**config.mk**
```make
export PLATFORM = sky130hd
export DESIGN_NAME = multicycle_main_control_flat
export DESIGN_NICKNAME = d
export VERILOG_FILES = /design/src/rtl/multicycle_main_control_if.sv /design/src/rtl/multicycle_main_control.sv /design/src/flat_wrapper.sv
export SDC_FILE = /design/constraint.sdc
export NUM_CORES = 1
export LEC_CHECK = 0
export CAP_MARGIN = 5
export CORE_AREA = 5 5 46 48
export DETAILED_ROUTE_END_ITERATION = 12
export DIE_AREA = 0 0 51 53
export DONT_BUFFER_PORTS = 1
export GPL_TIMING_DRIVEN = 1
export MAX_ROUTING_LAYER = met4
export PLACE_DENSITY_LB_ADDON = 0.3
export SKIP_LAST_GASP = 1
export SLEW_MARGIN = 20
export SYNTH_ARGS = -nofsm -noshare
export SYNTH_HDL_FRONTEND = slang
export SYNTH_SLANG_ARGS = --single-unit
```
**constraint.sdc**
```tcl
create_clock -name clk -period 1.7 [get_ports clk]
set_input_delay 0.255 -clock clk [delete_from_list [all_inputs] [get_ports clk]]
set_output_delay 0.255 -clock clk [all_outputs]
set_load 0.02 [all_outputs]
```
**src/rtl/multicycle_main_control_if.sv**
```systemverilog
// Control bus between the multicycle main control FSM and the datapath/memory.
interface multicycle_main_control_if;
  logic [5:0] Op;
  logic       mem_ready;
  logic       mem_req;
  logic       IorD;
  logic       MemWrite;
  logic       IRWrite;
  logic       PCWrite;
  logic       Branch;
  logic [1:0] PCSrc;
  logic       ALUSrcA;
  logic [1:0] ALUSrcB;
  logic [1:0] ALUop;
  logic       RegDst;
  logic       MemtoReg;
  logic       RegWrite;
  logic       illegal_op;
  logic [3:0] state_dbg;

  modport master (
    input  Op, mem_ready,
    output mem_req, IorD, MemWrite, IRWrite, PCWrite, Branch, PCSrc,
           ALUSrcA, ALUSrcB, ALUop, RegDst, MemtoReg, RegWrite,
           illegal_op, state_dbg
  );

  modport slave (
    output Op, mem_ready,
    input  mem_req, IorD, MemWrite, IRWrite, PCWrite, Branch, PCSrc,
           ALUSrcA, ALUSrcB, ALUop, RegDst, MemtoReg, RegWrite,
           illegal_op, state_dbg
  );
endinterface

```
**src/rtl/multicycle_main_control.sv**
```systemverilog
// Main control FSM for the multicycle MIPS datapath: sequences fetch/decode/
// execute/memory/writeback and stalls memory states on mem_ready.
module multicycle_main_control #(
  parameter bit EN_ADDI = 1'b1
) (
  input  logic                         clk,
  input  logic                         rst,
  multicycle_main_control_if.master    bus
);

  typedef enum logic [3:0] {
    S_FETCH  = 4'd0,
    S_DECODE = 4'd1,
    S_MEMADR = 4'd2,
    S_MEMRD  = 4'd3,
    S_MEMWB  = 4'd4,
    S_MEMWR  = 4'd5,
    S_EXEC   = 4'd6,
    S_ALUWB  = 4'd7,
    S_BRANCH = 4'd8,
    S_ADDIEX = 4'd9,
    S_ADDIWB = 4'd10,
    S_JUMP   = 4'd11
  } state_t;

  localparam logic [5:0] OP_RTYPE = 6'b000000;
  localparam logic [5:0] OP_LW    = 6'b100011;
  localparam logic [5:0] OP_SW    = 6'b101011;
  localparam logic [5:0] OP_BEQ   = 6'b000100;
  localparam logic [5:0] OP_ADDI  = 6'b001000;
  localparam logic [5:0] OP_J     = 6'b000010;

  state_t state, state_nxt, dec_state;

  always_ff @(posedge clk) begin
    if (rst) state <= S_FETCH;
    else     state <= state_nxt;
  end

  always_comb begin
    state_nxt = S_FETCH;
    case (state)
      S_FETCH:  state_nxt = bus.mem_ready ? S_DECODE : S_FETCH;
      S_DECODE: begin
        case (bus.Op)
          OP_LW, OP_SW: state_nxt = S_MEMADR;
          OP_RTYPE:     state_nxt = S_EXEC;
          OP_BEQ:       state_nxt = S_BRANCH;
          OP_J:         state_nxt = S_JUMP;
          OP_ADDI:      state_nxt = EN_ADDI ? S_ADDIEX : S_FETCH;
          default:      state_nxt = S_FETCH;
        endcase
      end
      S_MEMADR: state_nxt = (bus.Op == OP_LW) ? S_MEMRD : S_MEMWR;
      S_MEMRD:  state_nxt = bus.mem_ready ? S_MEMWB : S_MEMRD;
      S_MEMWR:  state_nxt = bus.mem_ready ? S_FETCH : S_MEMWR;
      S_EXEC:   state_nxt = S_ALUWB;
      S_ADDIEX: state_nxt = S_ADDIWB;
      default:  state_nxt = S_FETCH;
    endcase
  end

  // Outputs decode as FETCH while in reset so the datapath sees a quiet fetch setup.
  assign dec_state = rst ? S_FETCH : state;

  always_comb begin
    bus.mem_req    = 1'b0;
    bus.IorD       = 1'b0;
    bus.MemWrite   = 1'b0;
    bus.IRWrite    = 1'b0;
    bus.PCWrite    = 1'b0;
    bus.Branch     = 1'b0;
    bus.PCSrc      = 2'b00;
    bus.ALUSrcA    = 1'b0;
    bus.ALUSrcB    = 2'b00;
    bus.ALUop      = 2'b00;
    bus.RegDst     = 1'b0;
    bus.MemtoReg   = 1'b0;
    bus.RegWrite   = 1'b0;
    bus.illegal_op = 1'b0;
    case (dec_state)
      S_FETCH: begin
        bus.mem_req = 1'b1;
        bus.ALUSrcB = 2'b01;
        bus.IRWrite = bus.mem_ready;
        bus.PCWrite = bus.mem_ready;
      end
      S_DECODE: begin
        bus.ALUSrcB = 2'b11;
        case (bus.Op)
          OP_LW, OP_SW, OP_RTYPE, OP_BEQ, OP_J: bus.illegal_op = 1'b0;
          OP_ADDI: bus.illegal_op = !EN_ADDI;
          default: bus.illegal_op = 1'b1;
        endcase
      end
      S_MEMADR, S_ADDIEX: begin
        bus.ALUSrcA = 1'b1;
        bus.ALUSrcB = 2'b10;
      end
      S_MEMRD: begin
        bus.mem_req = 1'b1;
        bus.IorD    = 1'b1;
      end
      S_MEMWR: begin
        bus.mem_req  = 1'b1;
        bus.IorD     = 1'b1;
        bus.MemWrite = 1'b1;
      end
      S_MEMWB: begin
        bus.MemtoReg = 1'b1;
        bus.RegWrite = 1'b1;
      end
      S_EXEC: begin
        bus.ALUSrcA = 1'b1;
        bus.ALUop   = 2'b10;
      end
      S_ALUWB: begin
        bus.RegDst   = 1'b1;
        bus.RegWrite = 1'b1;
      end
      S_ADDIWB: bus.RegWrite = 1'b1;
      S_BRANCH: begin
        bus.ALUSrcA = 1'b1;
        bus.ALUop   = 2'b01;
        bus.PCSrc   = 2'b01;
        bus.Branch  = 1'b1;
      end
      S_JUMP: begin
        bus.PCSrc   = 2'b10;
        bus.PCWrite = 1'b1;
      end
      default: ;
    endcase
    if (rst) begin
      bus.mem_req    = 1'b0;
      bus.MemWrite   = 1'b0;
      bus.IRWrite    = 1'b0;
      bus.PCWrite    = 1'b0;
      bus.Branch     = 1'b0;
      bus.RegWrite   = 1'b0;
      bus.illegal_op = 1'b0;
    end
  end

  assign bus.state_dbg = state;

endmodule

```
**src/flat_wrapper.sv**
```systemverilog
// flat-port wrapper written by rule: the top's interface ports become plain ports
module multicycle_main_control_flat 
#(
  parameter bit EN_ADDI = 1'b1
)
  (clk, rst, bus_Op, bus_mem_ready, bus_mem_req, bus_IorD, bus_MemWrite, bus_IRWrite, bus_PCWrite, bus_Branch, bus_PCSrc, bus_ALUSrcA, bus_ALUSrcB, bus_ALUop, bus_RegDst, bus_MemtoReg, bus_RegWrite, bus_illegal_op, bus_state_dbg);
  multicycle_main_control_if bus_i ();
  input  logic clk;
  input  logic rst;
  input wire logic [$bits(bus_i.Op)-1:0] bus_Op;
  input wire logic [$bits(bus_i.mem_ready)-1:0] bus_mem_ready;
  output wire logic [$bits(bus_i.mem_req)-1:0] bus_mem_req;
  output wire logic [$bits(bus_i.IorD)-1:0] bus_IorD;
  output wire logic [$bits(bus_i.MemWrite)-1:0] bus_MemWrite;
  output wire logic [$bits(bus_i.IRWrite)-1:0] bus_IRWrite;
  output wire logic [$bits(bus_i.PCWrite)-1:0] bus_PCWrite;
  output wire logic [$bits(bus_i.Branch)-1:0] bus_Branch;
  output wire logic [$bits(bus_i.PCSrc)-1:0] bus_PCSrc;
  output wire logic [$bits(bus_i.ALUSrcA)-1:0] bus_ALUSrcA;
  output wire logic [$bits(bus_i.ALUSrcB)-1:0] bus_ALUSrcB;
  output wire logic [$bits(bus_i.ALUop)-1:0] bus_ALUop;
  output wire logic [$bits(bus_i.RegDst)-1:0] bus_RegDst;
  output wire logic [$bits(bus_i.MemtoReg)-1:0] bus_MemtoReg;
  output wire logic [$bits(bus_i.RegWrite)-1:0] bus_RegWrite;
  output wire logic [$bits(bus_i.illegal_op)-1:0] bus_illegal_op;
  output wire logic [$bits(bus_i.state_dbg)-1:0] bus_state_dbg;
  assign bus_i.Op = bus_Op;
  assign bus_i.mem_ready = bus_mem_ready;
  assign bus_mem_req = bus_i.mem_req;
  assign bus_IorD = bus_i.IorD;
  assign bus_MemWrite = bus_i.MemWrite;
  assign bus_IRWrite = bus_i.IRWrite;
  assign bus_PCWrite = bus_i.PCWrite;
  assign bus_Branch = bus_i.Branch;
  assign bus_PCSrc = bus_i.PCSrc;
  assign bus_ALUSrcA = bus_i.ALUSrcA;
  assign bus_ALUSrcB = bus_i.ALUSrcB;
  assign bus_ALUop = bus_i.ALUop;
  assign bus_RegDst = bus_i.RegDst;
  assign bus_MemtoReg = bus_i.MemtoReg;
  assign bus_RegWrite = bus_i.RegWrite;
  assign bus_illegal_op = bus_i.illegal_op;
  assign bus_state_dbg = bus_i.state_dbg;
  multicycle_main_control #(.EN_ADDI(EN_ADDI)) u_core (.clk(clk), .rst(rst), .bus(bus_i));
endmodule
```
==> run summary, run 1 <==
The flow ran to the end, and the final reports show no timing, DRC or antenna violations. Buffers inserted during clock tree synthesis total 3. In this run the most critical hold path is launched from rst. The cell family with the largest share of critical-path delay was simple AND/OR/NAND/NOR gates. CTS placed an instance of sky130_fd_sc_hd__clkbuf_4 at the clock tree root. After synthesis the cells add up to 605.6 sq um. The flip-flop count of the largest register after layout works out to 4. The post-synthesis register bit count was 4; the maximum number of pins on one net before global-route repair was 18.

CTS saw 4 sinks. For the required time of the critical path, the log shows 1.44 ns. TritonCTS built the clock tree. Counting flops with a built-in enable in the synthesized netlist gives 0. The overall power is 324.8 uW, and the number of cells on the worst hold path is 1.

Once detailed placement completed, the half-perimeter wirelength came to 1339 um. Wires add up to 1753 um. The clock passes through at most 2 buffers. The tools report the net switching power as 104.5 uW. Clock latency on the worst-skew pair, taken at its later pin, is 0.25 ns. The worst register-to-register path has a setup slack of 0.42 ns. The critical path startpoint category is a flop. For the total number of vias, the log shows 739.

Setup repair after global routing could not meet its margin everywhere. After clock tree synthesis, the clock-pin slew on the worst setup and hold paths is 0.04 ns. Final count of negative-setup-slack endpoints: 0. The tools report the number of antenna repair diodes as 0. Walking the worst path, the cells encountered are or4_4 -> nor3_4 -> or2_4. The slew at the pin closest to its max-slew limit is 0.5435 ns, and the height of the chip is 53 um. The tool flagged a number of max-cap violations equal to 0. The first global-routing pass estimated 2780 um of wire. After synthesis, the mean cell area works out to 6.582 sq um. The Yosys step of the flow raised 0 warnings.

The net switching share of the total power is 0.3217. For this run, the top clock speed supported by timing is 0.5966 GHz. For the share of the yosys chip area belonging to registers, the log shows 0.1322.

Total number of placement rows: 15. The final hold violation count was 0. At the worst endpoint, the arrival time is 1.42 ns. The worst setup path is of the flop to output port kind. The ratio of cells with drive above 1 in the final layout is 0.4000.

Of all nets on the critical path, the largest fanout is 7. In this run the static leakage power is 0.3256 nW. In this run the horizontal extent of the chip is 51 um. In this run, post-CTS hold repair placed 0 buffers. Max-slew headroom at the worst pin: 0.6343. The final RePlAce weighted congestion is 0.8601.

The most common flop cell mapped by yosys is sky130_fd_sc_hd__dfxtp_1. Using the TritonRoute via totals, the vias-per-cell ratio works out to 5.819. From synthesis to final layout, the design area changed by 34.71%. Power spread over the standard cell area amounts to 398.1 mW/mm^2. For this run, design rule violations remaining after detail routing come to 0. Once detail routing completed, the nets flagged for antenna violations numbered 0.

Slowest cell on the critical path: sky130_fd_sc_hd__or4_4. The share of the cycle needed by the critical path after routing is 0.9860. The remaining global-route overflow came out at 0. The internal power of the cells totals 220.3 uW. After synthesis, the netlist uses 35 different library cells. The die footprint is 0.002703 sq mm, and the largest vdd supply drop is 209.0 uV. The tools report the overall global routing resource usage as 0.1385. The cell count along the critical path is 3, and the number of levels in the clock H-tree is 1. The final count of pins violating max slew was 0. The startpoint identified for the worst register-to-register timing path is u_core.bus.state_dbg[0]. The tools report the final net count as 121. The initial antenna violation count was 0. The proportion of power drawn by flip-flops and latches was 0.307; the stage delay of the slowest cell on the critical path was 0.52 ns. The gate count of the mapped netlist came out at 92. The path class of the tightest hold or removal check is input pin to flop. For the number of top-level pins, the log shows 30.

The tools report the final cell utilization of the core as 0.4884. The worst setup path is captured at an output port. For the part of the power in the clock network, the log shows 0.390.

Timing startpoint of the critical path: u_core.bus.state_dbg[0]. The async set-reset flop share out of synthesis was 0. The tools report the effective utilization at floorplan as 0.3625. The via count of the first global-routing pass came out at 642. The critical path contains buffers and inverters numbering 0 combined. The first TritonRoute pass finished after 4 iterations.

The count of buffers added on input and output ports is 0. The core outline area came out at 0.001670 sq mm. The combinational cell fraction of total power was 0.303; the routed length per placed instance was 13.80 um. The shortest clock period the worst path allows after layout was 1.676 ns. The number of cell instances on the worst register-to-register path was 4.

When the netlist entered floorplanning its net count stood at 101. For this block, the initial DRC count from the detailed router was 11. Clock skew: 0.004728 ns.
[layout make-up]
cell class                 count  area, sq um
timing repair buffer          24        180.2
clock buffer                   3        22.52
multi-input combinational     75        490.5
inverter                       4        15.01
tap                           17        21.27
sequential                     4        86.33
fill                         172        854.6
[worst register-to-register path, stage by stage, from the launching register on]
cell                       delay (ns)
sky130_fd_sc_hd__dfxtp_4         0.35
sky130_fd_sc_hd__and2b_2         0.27
sky130_fd_sc_hd__nand4_1         0.09
sky130_fd_sc_hd__a211o_1         0.32
sky130_fd_sc_hd__a211oi_2        0.17
[through the flow]
stage | cell area (sq um) | std cells | hold WS [ns] | TNS (ns) | worst slack (ns)
floorplan | 629.4 | 92 | 0.4408 | -0.09853 | -0.05628
global placement | 769.5 | 123 | 0.3321 | 0 | 0.2365
detailed placement | 769.5 | 123 | 0.3331 | 0 | 0.2268
CTS | 793.3 | 126 | 0.07279 | 0 | 0.009889
global route | 815.8 | 127 | 0.06365 | -0.1421 | -0.04517
finish | 815.8 | 127 | 0.07080 | 0 | 0.02386
[logic make-up after synthesis]
kind of cell,after synthesis,synth area share
buf+inv,13,0.1136
xor+xnor,3,0.04340
mux,1,0.01653
flops,4,0.1322
compound gates,21,0.2438
simple gates,50,0.4504
[cells in the final DEF (no fill, tap or decap), types with 2 or more instances in the layout]
master	netlist	routed
sky130_fd_sc_hd__buf_4	2	24
sky130_fd_sc_hd__nor2_1	12	11
sky130_fd_sc_hd__a21oi_1	8	8
sky130_fd_sc_hd__nor3_1	11	7
sky130_fd_sc_hd__nand2_1	5	5
sky130_fd_sc_hd__inv_1	4	4
sky130_fd_sc_hd__nor3_2	0	4
sky130_fd_sc_hd__nand2b_1	4	4
sky130_fd_sc_hd__nor4_1	4	3
sky130_fd_sc_hd__xor2_1	3	3
sky130_fd_sc_hd__a31oi_1	3	3
sky130_fd_sc_hd__clkbuf_4	0	3
sky130_fd_sc_hd__nand4_1	2	2
sky130_fd_sc_hd__nand3_1	2	2
sky130_fd_sc_hd__o211ai_1	2	2
sky130_fd_sc_hd__dfxtp_2	0	2
[final timing paths]
check	endpoint
max	bus_PCWrite
min	u_core.bus.state_dbg[1]
max reg2reg	u_core.bus.state_dbg[1]
min reg2reg	u_core.bus.state_dbg[2]
[cells in the mapped netlist, types with 3 or more instances]
cell                       count  area [sq um]
sky130_fd_sc_hd__buf_2         4         20.02
sky130_fd_sc_hd__nor3_1       11         55.05
sky130_fd_sc_hd__a21oi_1       8         40.04
sky130_fd_sc_hd__xor2_1        3         26.28
sky130_fd_sc_hd__nand2b_1      4         25.02
sky130_fd_sc_hd__inv_1         4         15.01
sky130_fd_sc_hd__nand2_1       5         18.77
sky130_fd_sc_hd__a31oi_1       3         18.77
sky130_fd_sc_hd__dfxtp_1       4         80.08
sky130_fd_sc_hd__nor4_1        4         25.02
sky130_fd_sc_hd__nor2_1       12         45.04
[power by group through the flow]
| stage | logic [mW] | registers, mW | clock network (mW) |
|---|---|---|---|
| final | 0.0984 | 0.0996 | 0.127 |
| after global routing | 0.108 | 0.100 | 0.138 |
| after CTS | 0.0950 | 0.100 | 0.128 |
| after detailed placement | 0.0943 | 0.102 | 0 |
| after global placement | 0.0943 | 0.101 | 0 |
| after floorplan | 0.0724 | 0.103 | 0 |
[repair_timing]
item	CTS	global route
endpoints found under the setup margin	4	9
setup buffers	0	1
gates resized for setup	1	6
gates cloned	0	0
hold endpoints to repair	0	0
[per-layer routing]
metal,track usage,vias to the layer above,share of wire
met5,-,-,0
met4,0.1076,0,0.019
met3,0.02254,5,0.066
met2,0.2146,29,0.48
met1,0.1597,334,0.43
li1,-,371,-
Note: power is estimated with default switching activity, not from simulation.
==> inputs of run 2 (changes only) <==
--- a/config.mk
+++ b/config.mk
@@ -11,7 +11,6 @@
 export DIE_AREA = 0 0 51 53
 export DONT_BUFFER_PORTS = 1
 export GPL_TIMING_DRIVEN = 1
-export MAX_ROUTING_LAYER = met4
 export PLACE_DENSITY_LB_ADDON = 0.3
 export SKIP_LAST_GASP = 1
 export SLEW_MARGIN = 20
==> run summary, run 2 (same netlist as run 1, synthesis figures left out) <==
The run finished with clean final reports. Core outline area: 0.001670 sq mm (unchanged). The run gives 0.6337 (about the same) as the max-slew headroom at the worst pin. The run gives 643 (+0.16%) as the via count of the first global-routing pass. Leaving out fill and tap cells, the most frequent cell in the layout is sky130_fd_sc_hd__buf_4.

The startpoint identified for the worst hold timing path is rst. The worst setup path is launched from a flop. The worst hold path belongs to the class input pin to flop. The critical register-to-register path endpoint is u_core.bus.state_dbg[1]. The count of routing violations after the opening detailed-route iteration was 12 (+1).

Number of routed nets with antenna violations: 0 (unchanged). The tools report the maximum frequency from static timing analysis as 0.5966 GHz (unchanged). The clock-pin slew of the registers on the worst-case setup and hold paths came out at 0.04 ns (about the same). The routed length per placed instance was 13.80 um (unchanged).

The initial antenna violation count was 0 (unchanged). The area overhead of the layout relative to synthesis came out at 34.71% (unchanged). Setup repair after global routing could not meet its margin everywhere. The final hold slack came out at 0.07080 ns (-0.0000001000 ns).

The run gives 0.002703 sq mm (unchanged) as the die footprint. The worst-case register-to-register setup slack is 0.42 ns (about the same), and the flip-flop count of the largest register after layout is 4 (unchanged). The wire length reported by the detailed router was 1753 um (unchanged). TritonCTS built the clock tree. Ratio of total power to cell area: 398.1 mW/mm^2 (about the same). The logs give 209.0 uV (unchanged) for the largest vdd supply drop and 0 (unchanged) for the residual DRC count. The run gives 739 (unchanged) as the total number of vias.

The per-cell via count in the routed design was 5.819 (unchanged); the number of input and output port buffers inserted was 0 (unchanged). For the number of buffers inserted during clock tree synthesis, the log shows 3 (unchanged). The required time of the critical path was 1.44 ns (about the same). The remaining global-route overflow came out at 0 (unchanged). The effective utilization at floorplan was 0.3625 (unchanged); the share of the cycle needed by the critical path after routing was 0.9860 (about the same). The run gives 4 (unchanged) as the first-pass iteration count of the detailed router. The hold path endpoint is u_core.bus.state_dbg[1]. The run gives 0 (unchanged) as the number of buffers inserted by hold repair at cts. In this run the critical register-to-register path is launched from u_core.bus.state_dbg[0]. The clock skew is 0.004728 ns (unchanged), and the total of max-cap violations is 0 (unchanged).

The number of cells on the worst hold path came out at 1 (unchanged). CTS placed an instance of sky130_fd_sc_hd__clkbuf_4 at the clock tree root. The number of antenna repair diodes was 0 (unchanged); the total number of placement rows was 15 (unchanged).

The die width works out to 51 um (unchanged). The maximum clock path buffer count is 2 (unchanged). The worst setup path is of the flop to output port kind. The overall power came out at 324.8 uW (about the same). The final RePlAce weighted congestion is 0.8468 (-1.5%), and the slew at the pin closest to its max-slew limit is 0.5444 ns (+0.0009397 ns). Final count of negative-setup-slack endpoints: 0 (unchanged). For the detailed placer's ending HPWL, the log shows 1339 um (unchanged). The maximum number of pins on one net before global-route repair is 18 (unchanged), and the ratio of cells with drive above 1 in the final layout is 0.4000 (unchanged). The tools report the number of levels in the clock H-tree as 1 (unchanged).

The run gives 0 (unchanged) as the final count of pins violating max slew. Leakage power total: 0.3256 nW (unchanged). The logs give 4 (unchanged) for the sink count of the clock tree and 30 (unchanged) for the number of top-level pins. The library cells used most frequently in the layout, excluding fill and tap cells, are sky130_fd_sc_hd__buf_4 (24), sky130_fd_sc_hd__nor2_1 (11), sky130_fd_sc_hd__a21oi_1 (8), sky130_fd_sc_hd__nor3_1 (7), sky130_fd_sc_hd__nand2_1 (5). The worst setup path is captured at an output port. The data arrival at the endpoint of the critical path is 1.42 ns (about the same). The final cell utilization of the core was 0.4884 (unchanged); the height of the chip was 53 um (unchanged). The tools report the final sum of negative setup slack as 0 ns (unchanged). The number of cell instances on the worst register-to-register path is 4 (unchanged). For the final net count, the log shows 121 (unchanged). The source-to-sink clock delay at the later pin of the worst-skew pair came out at 0.25 ns (about the same).

The maximum fanout count along the critical path is 7 (unchanged), and the global-route wire length before repair is 2780 um (unchanged). The shortest clock period the worst path allows after layout is 1.676 ns (+0.0000002000 ns). The logs give 0 (unchanged) for the final hold violation count and 0.1350 (-0.003460) for the overall global routing resource usage.
[run 2: cell counts in the layout (fill, tap and decap cells not counted)]
No cell type changed its count.
[run 2: layout make-up]
class / count / area (sq um)
Inverter: 4 / 15.01
Clock buffer: 3 / 22.52
Timing Repair Buffer: 24 / 180.2
Multi-Input combinational cell: 75 / 490.5
Sequential cell: 4 / 86.33
Fill cell: 172 / 854.6
Tap cell: 17 / 21.27
[run 2: report_power, final]
| part | internal, mW | switching, mW | leakage [nW] |
|---|---|---|---|
| logic | 0.0446 | 0.0538 | 0.278 |
| registers | 0.0962 | 0.00342 | 0.0341 |
| clock network | 0.0795 | 0.0472 | 0.0138 |
[run 2: worst max-delay path by stage]
stage	start	to	cells after the start
floorplan	u_core.bus.state_dbg[2]	bus_PCWrite	4
global placement	u_core.bus.state_dbg[0]	bus_mem_req	5
detailed placement	u_core.bus.state_dbg[0]	bus_mem_req	5
CTS	u_core.bus.state_dbg[1]	bus_PCWrite	3
global route	u_core.bus.state_dbg[0]	bus_PCWrite	3
finish	u_core.bus.state_dbg[0]	bus_PCWrite	3
[run 2: critical path, stage by stage, from the launching register on]
cell and delay [ns]:
sky130_fd_sc_hd__dfxtp_4 0.35, sky130_fd_sc_hd__or4_4 0.52, sky130_fd_sc_hd__nor3_4 0.13, sky130_fd_sc_hd__or2_4 0.17
[run 2: per-stage QoR]
step,cell area [sq um],instances,worst slack [ns]
after floorplan,629.4,92,-0.05628
after global placement,769.5,123,0.2365
after detailed placement,769.5,123,0.2268
after CTS,793.3,126,0.009889
after global routing,815.8,127,-0.04517
final,815.8,127,0.02386
[run 2: layer usage]
layer / share of wire / track usage
met3: 0.066 / 0.02535
met2: 0.48 / 0.2146
met5: 0 / 0
met4: 0.019 / 0.1076
met1: 0.43 / 0.1580
[run 2: repair_timing]
action	CTS	global route
gates resized for setup	1	6
setup endpoints to repair	4	9
endpoints found under the hold margin	0	0
pin swaps	0	0
buffers inserted	0	1
